===== src/rtl/ro_cal_pkg.sv =====
// Ring-oscillator calibration: shared types and constants.
// Sweep states, select width and select range.
package ro_cal_pkg;

  localparam int SEL_W = 4;
  localparam logic [SEL_W-1:0] SEL_MAX = 4'd15;

  typedef enum logic [2:0] {
    ST_IDLE,
    ST_SETTLE,
    ST_MEASURE,
    ST_COMPARE,
    ST_DONE
  } state_t;

endpackage


===== src/rtl/ro_edge_sync.sv =====
// Two-flop synchroniser for the ring-oscillator clock,
// followed by a single-cycle rising-edge pulse.
module ro_edge_sync (
  input  logic i_clk,
  input  logic i_rst,
  input  logic i_async,
  output logic o_rise
);

  logic r_s1;
  logic r_s2;
  logic r_s3;

  always_ff @(posedge i_clk) begin
    if (i_rst) begin
      r_s1 <= 1'b0;
      r_s2 <= 1'b0;
      r_s3 <= 1'b0;
    end else begin
      r_s1 <= i_async;
      r_s2 <= r_s1;
      r_s3 <= r_s2;
    end
  end

  assign o_rise = r_s2 & ~r_s3;

endmodule


===== src/rtl/ro_cal_ctrl.sv =====
// Sweeps the ring-oscillator select 0..15, counts edges per window
// and keeps the select whose count is closest to the target.
module ro_cal_ctrl
  import ro_cal_pkg::*;
#(
  parameter int WINDOW_CYCLES = 1000,
  parameter int SETTLE_CYCLES = 16,
  parameter int CNT_WIDTH     = 16
) (
  input  logic                 fpga_clk_i,
  input  logic                 reset_i,
  input  logic                 start_i,
  input  logic [CNT_WIDTH-1:0] target_cnt_i,
  input  logic                 ro_clk_i,
  output logic                 ro_enable_o,
  output logic [SEL_W-1:0]     freq_sel_o,
  output logic                 busy_o,
  output logic                 done_o,
  output logic [SEL_W-1:0]     best_sel_o,
  output logic [CNT_WIDTH-1:0] best_err_o,
  output logic [CNT_WIDTH-1:0] meas_cnt_o
);

  localparam int TMR_MAX = (WINDOW_CYCLES > SETTLE_CYCLES) ?
                           WINDOW_CYCLES : SETTLE_CYCLES;
  localparam int TMR_W   = $clog2(TMR_MAX + 1);

  localparam logic [TMR_W-1:0] SET_LAST =
    TMR_W'(SETTLE_CYCLES - 1);
  localparam logic [TMR_W-1:0] WIN_LAST =
    TMR_W'(WINDOW_CYCLES - 1);
  localparam logic [CNT_WIDTH-1:0] CNT_ONES = '1;

  state_t               r_state;
  state_t               w_next;
  logic [TMR_W-1:0]     r_tmr;
  logic [CNT_WIDTH-1:0] r_cnt;
  logic [CNT_WIDTH-1:0] r_target;
  logic [SEL_W-1:0]     r_sel;
  logic [SEL_W-1:0]     r_wb_sel;
  logic [CNT_WIDTH-1:0] r_wb_err;
  logic [SEL_W-1:0]     r_best_sel;
  logic [CNT_WIDTH-1:0] r_best_err;
  logic [CNT_WIDTH-1:0] r_meas;
  logic                 r_en;

  logic                 w_rise;
  logic                 w_meas_entry;
  logic [CNT_WIDTH-1:0] w_err;
  logic                 w_better;
  logic [SEL_W-1:0]     w_new_sel;
  logic [CNT_WIDTH-1:0] w_new_err;

  ro_edge_sync u_sync (
    .i_clk   (fpga_clk_i),
    .i_rst   (reset_i),
    .i_async (ro_clk_i),
    .o_rise  (w_rise)
  );

  always_ff @(posedge fpga_clk_i) begin
    if (reset_i) begin
      r_state <= ST_IDLE;
    end else begin
      r_state <= w_next;
    end
  end

  always_comb begin
    w_next = r_state;
    unique case (r_state)
      ST_IDLE: begin
        if (start_i) w_next = ST_SETTLE;
      end
      ST_SETTLE: begin
        if (r_tmr == SET_LAST) w_next = ST_MEASURE;
      end
      ST_MEASURE: begin
        if (r_tmr == WIN_LAST) w_next = ST_COMPARE;
      end
      ST_COMPARE: begin
        w_next = (r_sel == SEL_MAX) ? ST_DONE : ST_SETTLE;
      end
      ST_DONE: begin
        w_next = ST_IDLE;
      end
      default: begin
        w_next = ST_IDLE;
      end
    endcase
  end

  // Timer restarts on every state change so each phase is timed alone
  always_ff @(posedge fpga_clk_i) begin
    if (reset_i) begin
      r_tmr <= '0;
    end else if (w_next != r_state) begin
      r_tmr <= '0;
    end else if (r_state == ST_SETTLE ||
                 r_state == ST_MEASURE) begin
      r_tmr <= r_tmr + TMR_W'(1);
    end
  end

  assign w_meas_entry = (r_state == ST_SETTLE) &&
                        (w_next == ST_MEASURE);

  always_ff @(posedge fpga_clk_i) begin
    if (reset_i) begin
      r_cnt <= '0;
    end else if (w_meas_entry) begin
      r_cnt <= '0;
    end else if (r_state == ST_MEASURE && w_rise &&
                 r_cnt != CNT_ONES) begin
      r_cnt <= r_cnt + CNT_WIDTH'(1);
    end
  end

  assign w_err = (r_cnt >= r_target) ? (r_cnt - r_target)
                                     : (r_target - r_cnt);
  assign w_better  = (w_err < r_wb_err);
  assign w_new_sel = w_better ? r_sel : r_wb_sel;
  assign w_new_err = w_better ? w_err : r_wb_err;

  // Working best resets at accept; published best only moves in COMPARE
  always_ff @(posedge fpga_clk_i) begin
    if (reset_i) begin
      r_en       <= 1'b0;
      r_target   <= '0;
      r_sel      <= '0;
      r_wb_sel   <= '0;
      r_wb_err   <= '0;
      r_best_sel <= '0;
      r_best_err <= '0;
      r_meas     <= '0;
    end else begin
      r_en <= 1'b1;
      case (r_state)
        ST_IDLE: begin
          if (start_i) begin
            r_target <= target_cnt_i;
            r_sel    <= '0;
            r_wb_sel <= '0;
            r_wb_err <= CNT_ONES;
          end
        end
        ST_COMPARE: begin
          r_meas     <= r_cnt;
          r_wb_sel   <= w_new_sel;
          r_wb_err   <= w_new_err;
          r_best_sel <= w_new_sel;
          r_best_err <= w_new_err;
          if (r_sel != SEL_MAX) r_sel <= r_sel + SEL_W'(1);
        end
        ST_DONE: begin
          r_sel <= r_best_sel;
        end
        default: begin
        end
      endcase
    end
  end

  assign ro_enable_o = r_en;
  assign freq_sel_o  = (r_state == ST_DONE) ? r_best_sel : r_sel;
  assign busy_o      = (r_state == ST_SETTLE)  ||
                       (r_state == ST_MEASURE) ||
                       (r_state == ST_COMPARE);
  assign done_o      = (r_state == ST_DONE);
  assign best_sel_o  = r_best_sel;
  assign best_err_o  = r_best_err;
  assign meas_cnt_o  = r_meas;

endmodule


===== config.mk =====
export PLATFORM = sky130hd
export DESIGN_NAME = ro_cal_ctrl
export DESIGN_NICKNAME = d
export VERILOG_FILES = /design/src/rtl/ro_cal_pkg.sv /design/src/rtl/ro_edge_sync.sv /design/src/rtl/ro_cal_ctrl.sv
export SDC_FILE = /design/constraint.sdc
export NUM_CORES = 1
export LEC_CHECK = 0
export CORE_ASPECT_RATIO = 2
export CORE_MARGIN = 1.5
export CORE_UTILIZATION = 50
export CTS_BUF_LIST = sky130_fd_sc_hd__clkbuf_8
export DETAILED_ROUTE_END_ITERATION = 10
export MAX_ROUTING_LAYER = met4
export PLACE_DENSITY_LB_ADDON = 0.12
export SLEW_MARGIN = 25
export SYNTH_ARGS = -nofsm -noshare
export SYNTH_HDL_FRONTEND = slang
export SYNTH_SLANG_ARGS = --single-unit

===== constraint.sdc =====
create_clock -name fpga_clk_i -period 4.9 [get_ports fpga_clk_i]
set_clock_uncertainty 0.15 [all_clocks]
set_input_delay 0.49 -clock fpga_clk_i [delete_from_list [all_inputs] [get_ports fpga_clk_i]]
set_output_delay 0.49 -clock fpga_clk_i [all_outputs]
set_load 0.005 [all_outputs]

# Yosys cells after proc, flatten, opt, wreduce, memory -nomap -nowiden
# Index checks and enable logic that the tools add are counted.
totals:
  input_bits: 20
  n_memories: 0
  ram_bits: 0
  mem_bits_ro: 0
  word_cells: 65
  latch_bits: 0
  ff_bits: 109
classes:
  reduce_logical: 13
  mux: 16
  n_addsub: 5
  magnitude_cmp: 2
  n_bitwise: 2
  shift: 0
  n_eq_ne: 13
  mul: 0
  div_mod_pow: 0
op_table:
  columns: ["cell", "n"]
  rows:
  - ["16-bit 2-to-1 mux", 3]
  - ["16-bit one-hot mux with 2 select lines", 1]
  - ["16-bit subtractor", 2]
  - ["16-bit by 1-bit adder with 16-bit output, second input constant", 1]
  - ["16-bit greater-or-equal comparator", 1]
  - ["16-bit < comparator", 1]
  - ["4-bit 2-to-1 mux", 4]
  - ["16-bit != test, second input constant", 1]
  - ["3-bit 2-to-1 mux", 4]
  - ["3-bit one-hot mux with 4 select lines", 1]
  - ["4-bit one-hot mux with 3 select lines", 1]
  - ["10-bit by 1-bit adder with 10-bit output, second input constant", 1]
  - ["10-bit == test, second input constant", 1]
  - ["10-bit by 4-bit == test with 1-bit output, second input constant", 1]
  - ["3-bit by 2-bit == test with 1-bit output, second input constant", 3]
  - ["4-bit one-hot mux with 2 select lines", 1]
  - ["4-bit by 1-bit adder with 4-bit output, second input constant", 1]
  - ["4-bit == test, second input constant", 1]
  - ["2-bit != test, second input constant", 2]
  - ["4-bit != test, second input constant", 1]
  - ["2-bit AND reduction", 2]
  - ["2-bit OR reduction", 2]
  - ["3-bit by 1-bit == test with 1-bit output, second input constant", 1]
  - ["3-bit == test, second input constant", 1]
  - ["10 further kinds", 13]

# Depth between registers and ports, before layout
depth:
  depth_word: 6
  depth_mapped: 25
  depth_no_buf: 22

# Cells and area by module
# Synthesis repeated with hierarchy kept, for this count alone.
hier_totals:
  hier_cells: 811
  area_unflattened_um2: 6521.3
modules_own_cells:
  columns: ["module", "area_per_inst_um2", "n_inst", "cells_each", "seq_area_each_um2"]
  rows:
  - ["ro_cal_ctrl", 6433.7, 1, 804, 2122.0]
  - ["ro_edge_sync", 87.6, 1, 7, 60.1]

# Worst setup path before layout
# OpenSTA, ideal clock, no wires.
synth_path:
  path_kind: "register to register"
  start: "reg r_cnt[7]"
  end: "reg r_best_err[12] (netlist: best_err_o[12])"
  period_less_slack_ns: 4.884
  arrival_time_ns: 4.607
  path_buffers: 4
  t_required_ns: 4.622
  stages_incl_launch_ff: 23
  path_slack_ns: 0.016
  path_cell_list: "dfxtp_1 clkbuf_1 inv_1 ha_1 buf_6 a2111oi_4 a21oi_2 o31a_4 nor2_4 mux2_2 a211oi_2 xor2_1 inv_1 ha_1 nand4_1 a211oi_1 a211oi_1 o211a_1 clkbuf_1 clkbuf_1 nor3_1 a221oi_1 nor2_1"
synth_between:
  elab_chain_cells: 4
  word_cells_on_any_way: 6
synth_rtl:
  columns: ["item", "line_no", "rtl"]
  rows:
  - ["start, declared", "ro_cal_ctrl.sv:37", "logic [CNT_WIDTH-1:0] r_cnt;"]
  - ["start signal, assigned", "ro_cal_ctrl.sv:115", "r_cnt <= r_cnt + CNT_WIDTH'(1);"]
  - ["16-bit subtractor (tied with other cells)", "ro_cal_ctrl.sv:120", ": (r_target - r_cnt);"]
  - ["16-bit 2-to-1 mux (*)", "ro_cal_ctrl.sv:119", "assign w_err = (r_cnt >= r_target) ? (r_cnt - r_target)"]
  - ["16-bit < comparator", "ro_cal_ctrl.sv:121", "assign w_better = (w_err < r_wb_err);"]
  - ["16-bit 2-to-1 mux (*)", "ro_cal_ctrl.sv:123", "assign w_new_err = w_better ? w_err : r_wb_err;"]
  - ["end signal, assigned", "ro_cal_ctrl.sv:152", "r_best_err <= w_new_err;"]
  - ["end, declared", "ro_cal_ctrl.sv:43", "logic [CNT_WIDTH-1:0] r_best_err;"]
# Every way passes the cells marked *; elsewhere a longest branch is shown, timed or not.
# A chain may end at the register's enable or synchronous reset.

# Worst setup path in the final report
layout_path:
  start: "reg r_cnt[2]"
  end: "reg r_wb_err[5]"
layout_between:
  elab_chain_cells: 5
  word_cells_on_any_way: 7
layout_rtl:
  columns: ["item", "line_no", "rtl"]
  rows:
  - ["16-bit subtractor (tied with other cells)", "ro_cal_ctrl.sv:120", null]
  - ["16-bit 2-to-1 mux (*)", "ro_cal_ctrl.sv:119", null]
  - ["16-bit < comparator", "ro_cal_ctrl.sv:121", null]
  - ["16-bit 2-to-1 mux (*)", "ro_cal_ctrl.sv:123", null]
  - ["16-bit one-hot mux with 2 select lines (*)", "ro_cal_ctrl.sv:138", "case (r_state)"]
  - ["end signal, assigned", "ro_cal_ctrl.sv:150", "r_wb_err <= w_new_err;"]
  - ["end, declared", "ro_cal_ctrl.sv:41", "logic [CNT_WIDTH-1:0] r_wb_err;"]
# Marks and branches as above.

==> implementation parameters <==
Parameter                              Value

Status
  Status ... complete, no violations

Cells and area
  Share of cells above drive strength 1 ... 10.2%
  Synth-to-Final Area Change ... 17.9%
  Nets@finish ... 926
  Top library cells by usage in the layout, fill and taps aside ... 112 x sky130_fd_sc_hd__nand2_1, 107 x sky130_fd_sc_hd__dfxtp_1, 77 x sky130_fd_sc_hd__nor2_1
  Most common cell after layout, fill and taps aside ... sky130_fd_sc_hd__nand2_1
  Post-route standard cell area excluding fillers ... 7510 um^2
  Utilization after layout ... 60.2%
  Number of diodes added for antenna fixing ... 0

Setup path
  Crit path from ... r_cnt[2]
  Stages on the worst setup path ... 20
  Depth of the worst register-to-register path ... 20
  Launch instance of the worst register-to-register path ... r_cnt[2]
  Sum of buffers and inverters on the critical path ... 3
  Kind of launch point of the worst setup path ... flip-flop
  Ordered cell list for the critical path ... inv_1, ha_1, and3_1, o21ai_2, a21oi_4, o31a_4, nor2_4, mux2_2, a211oi_2, xor2_1, inv_1, ha_4, nand4_1, a211oi_2, a211oi_2, o211a_1, nand2_4, buf_8, nor2_1, a311oi_1
  Maximum net fanout on the critical path ... 12
  Crit path required time ... 5030 ps
  Top delay family on crit path ... compound AO/OA/AOI/OAI gates
  Cell type of the slowest stage on the worst timing path ... sky130_fd_sc_hd__dfxtp_1
  Most frequent CP cell ... sky130_fd_sc_hd__a211oi_2
  Biggest cell delay along the critical path ... 460 ps
  Worst endpoint data arrival time ... 4850 ps
  Crit Path Class ... reg2reg
  Type of element capturing the critical path ... flip-flop

Synth
  Asr flop ratio synth ... 0%
  Fraction of the mapped netlist area in compound gates ... 19.9%
  Xor/xnor cell area share of the yosys netlist ... 5.60%
  Most used flip-flop cell after synthesis ... sky130_fd_sc_hd__dfxtp_1
  Area share of the leading cell type in the synthesized netlist ... 34.3%
  Synthesized area ... 6370 um^2
  Adder-cell area share of the yosys netlist ... 10.3%
  Number of cells produced by synthesis ... 794
  Syn_area_per_cell ... 8.02 um^2
  EDFF count, synth ... 0
  Post-synthesis register bit count ... 109
  Combinational family with the most area after synthesis ... compound AO/OA/AOI/OAI gates
  Multiplexer share of the synthesized area ... 2.44%
  Leading post-synthesis cells by cell area ... sky130_fd_sc_hd__dfxtp_1 34%, sky130_fd_sc_hd__ha_1 9.6%, sky130_fd_sc_hd__nand2_1 6.6%, sky130_fd_sc_hd__a21oi_1 5.8%, sky130_fd_sc_hd__nor2_1 4.5%
  Warnings from Yosys ... 0
  Syn Nets ... 865
  Largest area contributor in the synthesized netlist ... sky130_fd_sc_hd__dfxtp_1
  Sequential cell area fraction in the yosys report ... 34.3%
  Cell variety after synth ... 67
  Simple logic cell fraction of the synthesized area ... 19.9%

Placement
  Dpl ws ... -12.6 ps
  Number of port buffers ... 62
  Post-placement cell area ... 7120 um^2
  DP Wirelength ... 12100 um
  GPL Wtd Cong ... 0.866

Routing
  Final Routed Wirelength ... 16300 um
  Detail-routed net length per standard cell ... 16.2 um
  Drt first-iter violations ... 228
  Detail Route Antenna Nets ... 0
  Residual DRC ... 0
  Detailed-route vias per instance ... 5.64
  Iteration count of the initial detailed-routing pass ... 5
  Total vias in the final route ... 5699

Global routing
  Vias in the first global route ... 5579
  Gr usage total ... 24.4%
  Global-route wire length before repair ... 26300 um
  Residual overflow from global routing ... 0
  Maximum number of pins on one net before global-route repair ... 79
  Number of antenna violations at the first check in global routing ... 0

STA
  Final Slew Violations ... 0
  Normalized max-slew margin ... 44.7%
  Fin crit period ... 4720 ps
  Ratio of final minimum period to clock period ... 96.3%
  Least setup slack across all paths after layout ... 180 ps
  Final setup violation count ... 0
  Slew @ Worst Pin ... 830 ps
  Setup_tns ... 0 ps
  Number of hold violations in the final report ... 0
  Highest Clock Rate ... 212 MHz

Power
  Leakage power ... 2.93 nW
  Cell Pwr Density ... 291 nW/um^2
  Total power consumption of the routed design ... 2.18 mW
  IR drop worst, VDD ... 0.198 mV

Min path
  Min-delay src ... best_err_o[8]
  Hold/Removal Path Class ... reg2reg
  Worst hold path depth ... 2

Clock tree
  Number of buffers inserted for hold repair after clock tree synthesis ... 0
  Clk Tree Root Cell ... sky130_fd_sc_hd__clkbuf_8
  Number of CTS-inserted buffers ... 9
  Worst-path clk slew ... 110 ps
  Skew-Pair Late Insertion Delay ... 380 ps
  H-tree levels ... 3
  Clock tree from TritonCTS ... yes
  Clock buffer depth ... 2
  CTS Sinks ... 109

Die
  Die Y-Extent ... 163 um
  Cell Rows ... 58
  Initial Utilization ... 51.0%
  Die X-Extent ... 82.8 um
  Top-level port count ... 63
  Die area ... 13500 um^2
  Core outline area ... 12500 um^2

Job
  Max cap viols ... 0
[metal layers]
layer  GRT usage [%]  vias up  part of all wire [%]
li1                -     2859                     -
met1            26.7     2677                    42
met2            43.8      128                    52
met3            2.69       35                   2.5
met4            11.9        0                   3.3
met5               -        -                     0
[state kept, by name, indices dropped and copies added (netlist names)]
signal and cells:
u_sync.r_s1 1, best_err_o 16, r_cnt 16, u_sync.r_s2 1, r_state 3, meas_cnt_o 16
ro_enable_o 1, r_wb_sel 4, r_target 16, u_sync.r_s3 1, r_sel 4, best_sel_o 4
r_wb_err 16, r_tmr 10
[cells in the mapped netlist, types with 3 or more instances]
master,count
sky130_fd_sc_hd__nand2_1,112
sky130_fd_sc_hd__dfxtp_1,109
sky130_fd_sc_hd__nor2_1,77
sky130_fd_sc_hd__a21oi_1,74
sky130_fd_sc_hd__inv_1,64
sky130_fd_sc_hd__ha_1,49
sky130_fd_sc_hd__clkbuf_1,29
sky130_fd_sc_hd__xnor2_1,28
sky130_fd_sc_hd__o21ai_0,25
sky130_fd_sc_hd__nand3_1,21
sky130_fd_sc_hd__a211oi_1,18
sky130_fd_sc_hd__nor3_1,18
sky130_fd_sc_hd__nand4_1,14
sky130_fd_sc_hd__a311oi_1,12
sky130_fd_sc_hd__a21o_1,11
sky130_fd_sc_hd__mux2i_1,11
sky130_fd_sc_hd__a221oi_1,9
sky130_fd_sc_hd__xor2_1,9
sky130_fd_sc_hd__nor2b_1,7
sky130_fd_sc_hd__nor4_1,7
sky130_fd_sc_hd__or2_2,6
sky130_fd_sc_hd__a31oi_1,5
sky130_fd_sc_hd__clkbuf_8,5
sky130_fd_sc_hd__o211ai_1,5
sky130_fd_sc_hd__mux2_2,4
sky130_fd_sc_hd__o21ai_1,4
sky130_fd_sc_hd__or3_1,4
sky130_fd_sc_hd__and3_1,3
sky130_fd_sc_hd__buf_1,3
sky130_fd_sc_hd__nand2b_1,3
[repair_timing]
action                                  in CTS  in global routing
cloned                                       0                  1
endpoints found under the setup margin       3                 38
pin swaps                                    0                 19
buffers inserted                             0                  6
gates resized for setup                      1                 20
[tightest hold or removal path, delay by kind of cell (launching register included)]
family | cells | cell delay (ps)
DFF | 1 | 320
and+or+nand+nor | 1 | 50
AOI/OAI and AO/OA | 1 | 50
[report_power, final]
part           switching [mW]  internal [mW]
combinational           0.374          0.283
sequential             0.0161          0.909
clock                   0.338          0.264
total                   0.728           1.46
[area by class of cell]
| cell class | instances | area, um^2 |
|---|---|---|
| repair buffers | 93 | 888 |
| multi-input cells | 577 | 3780 |
| flip-flops and latches | 109 | 2180 |
| well taps | 150 | 188 |
| clock buffers | 10 | 138 |
| fillers | 1175 | 4970 |
| inverters | 65 | 244 |
| clock inverters | 6 | 88.8 |
[worst paths after layout]
| path | end | slack (ps) |
|---|---|---|
| max | r_wb_err[5] | 180 |
| min reg2reg | best_err_o[8] | 310 |
| max reg2reg | r_wb_err[5] | 180 |
| min | best_err_o[8] | 310 |
[stage by stage]
stage                     hold slack (ps)  instances
after CTS                             309       1003
after floorplan                       264        794
after global placement                291        987
after detailed placement              296        987
final                                 308       1010
after global routing                  336       1010
[cell families (layout without fill, tap and decap cells)]
| group | count (synthesis) | in the layout |
|---|---|---|
| compound gates | 189 | 189 |
| xor+xnor | 39 | 39 |
| fa+ha+maj | 51 | 51 |
| buf+inv | 108 | 174 |
| flops | 109 | 109 |
| mux | 15 | 15 |
| simple gates | 283 | 283 |
Note: power is estimated with default switching activity, not from simulation.
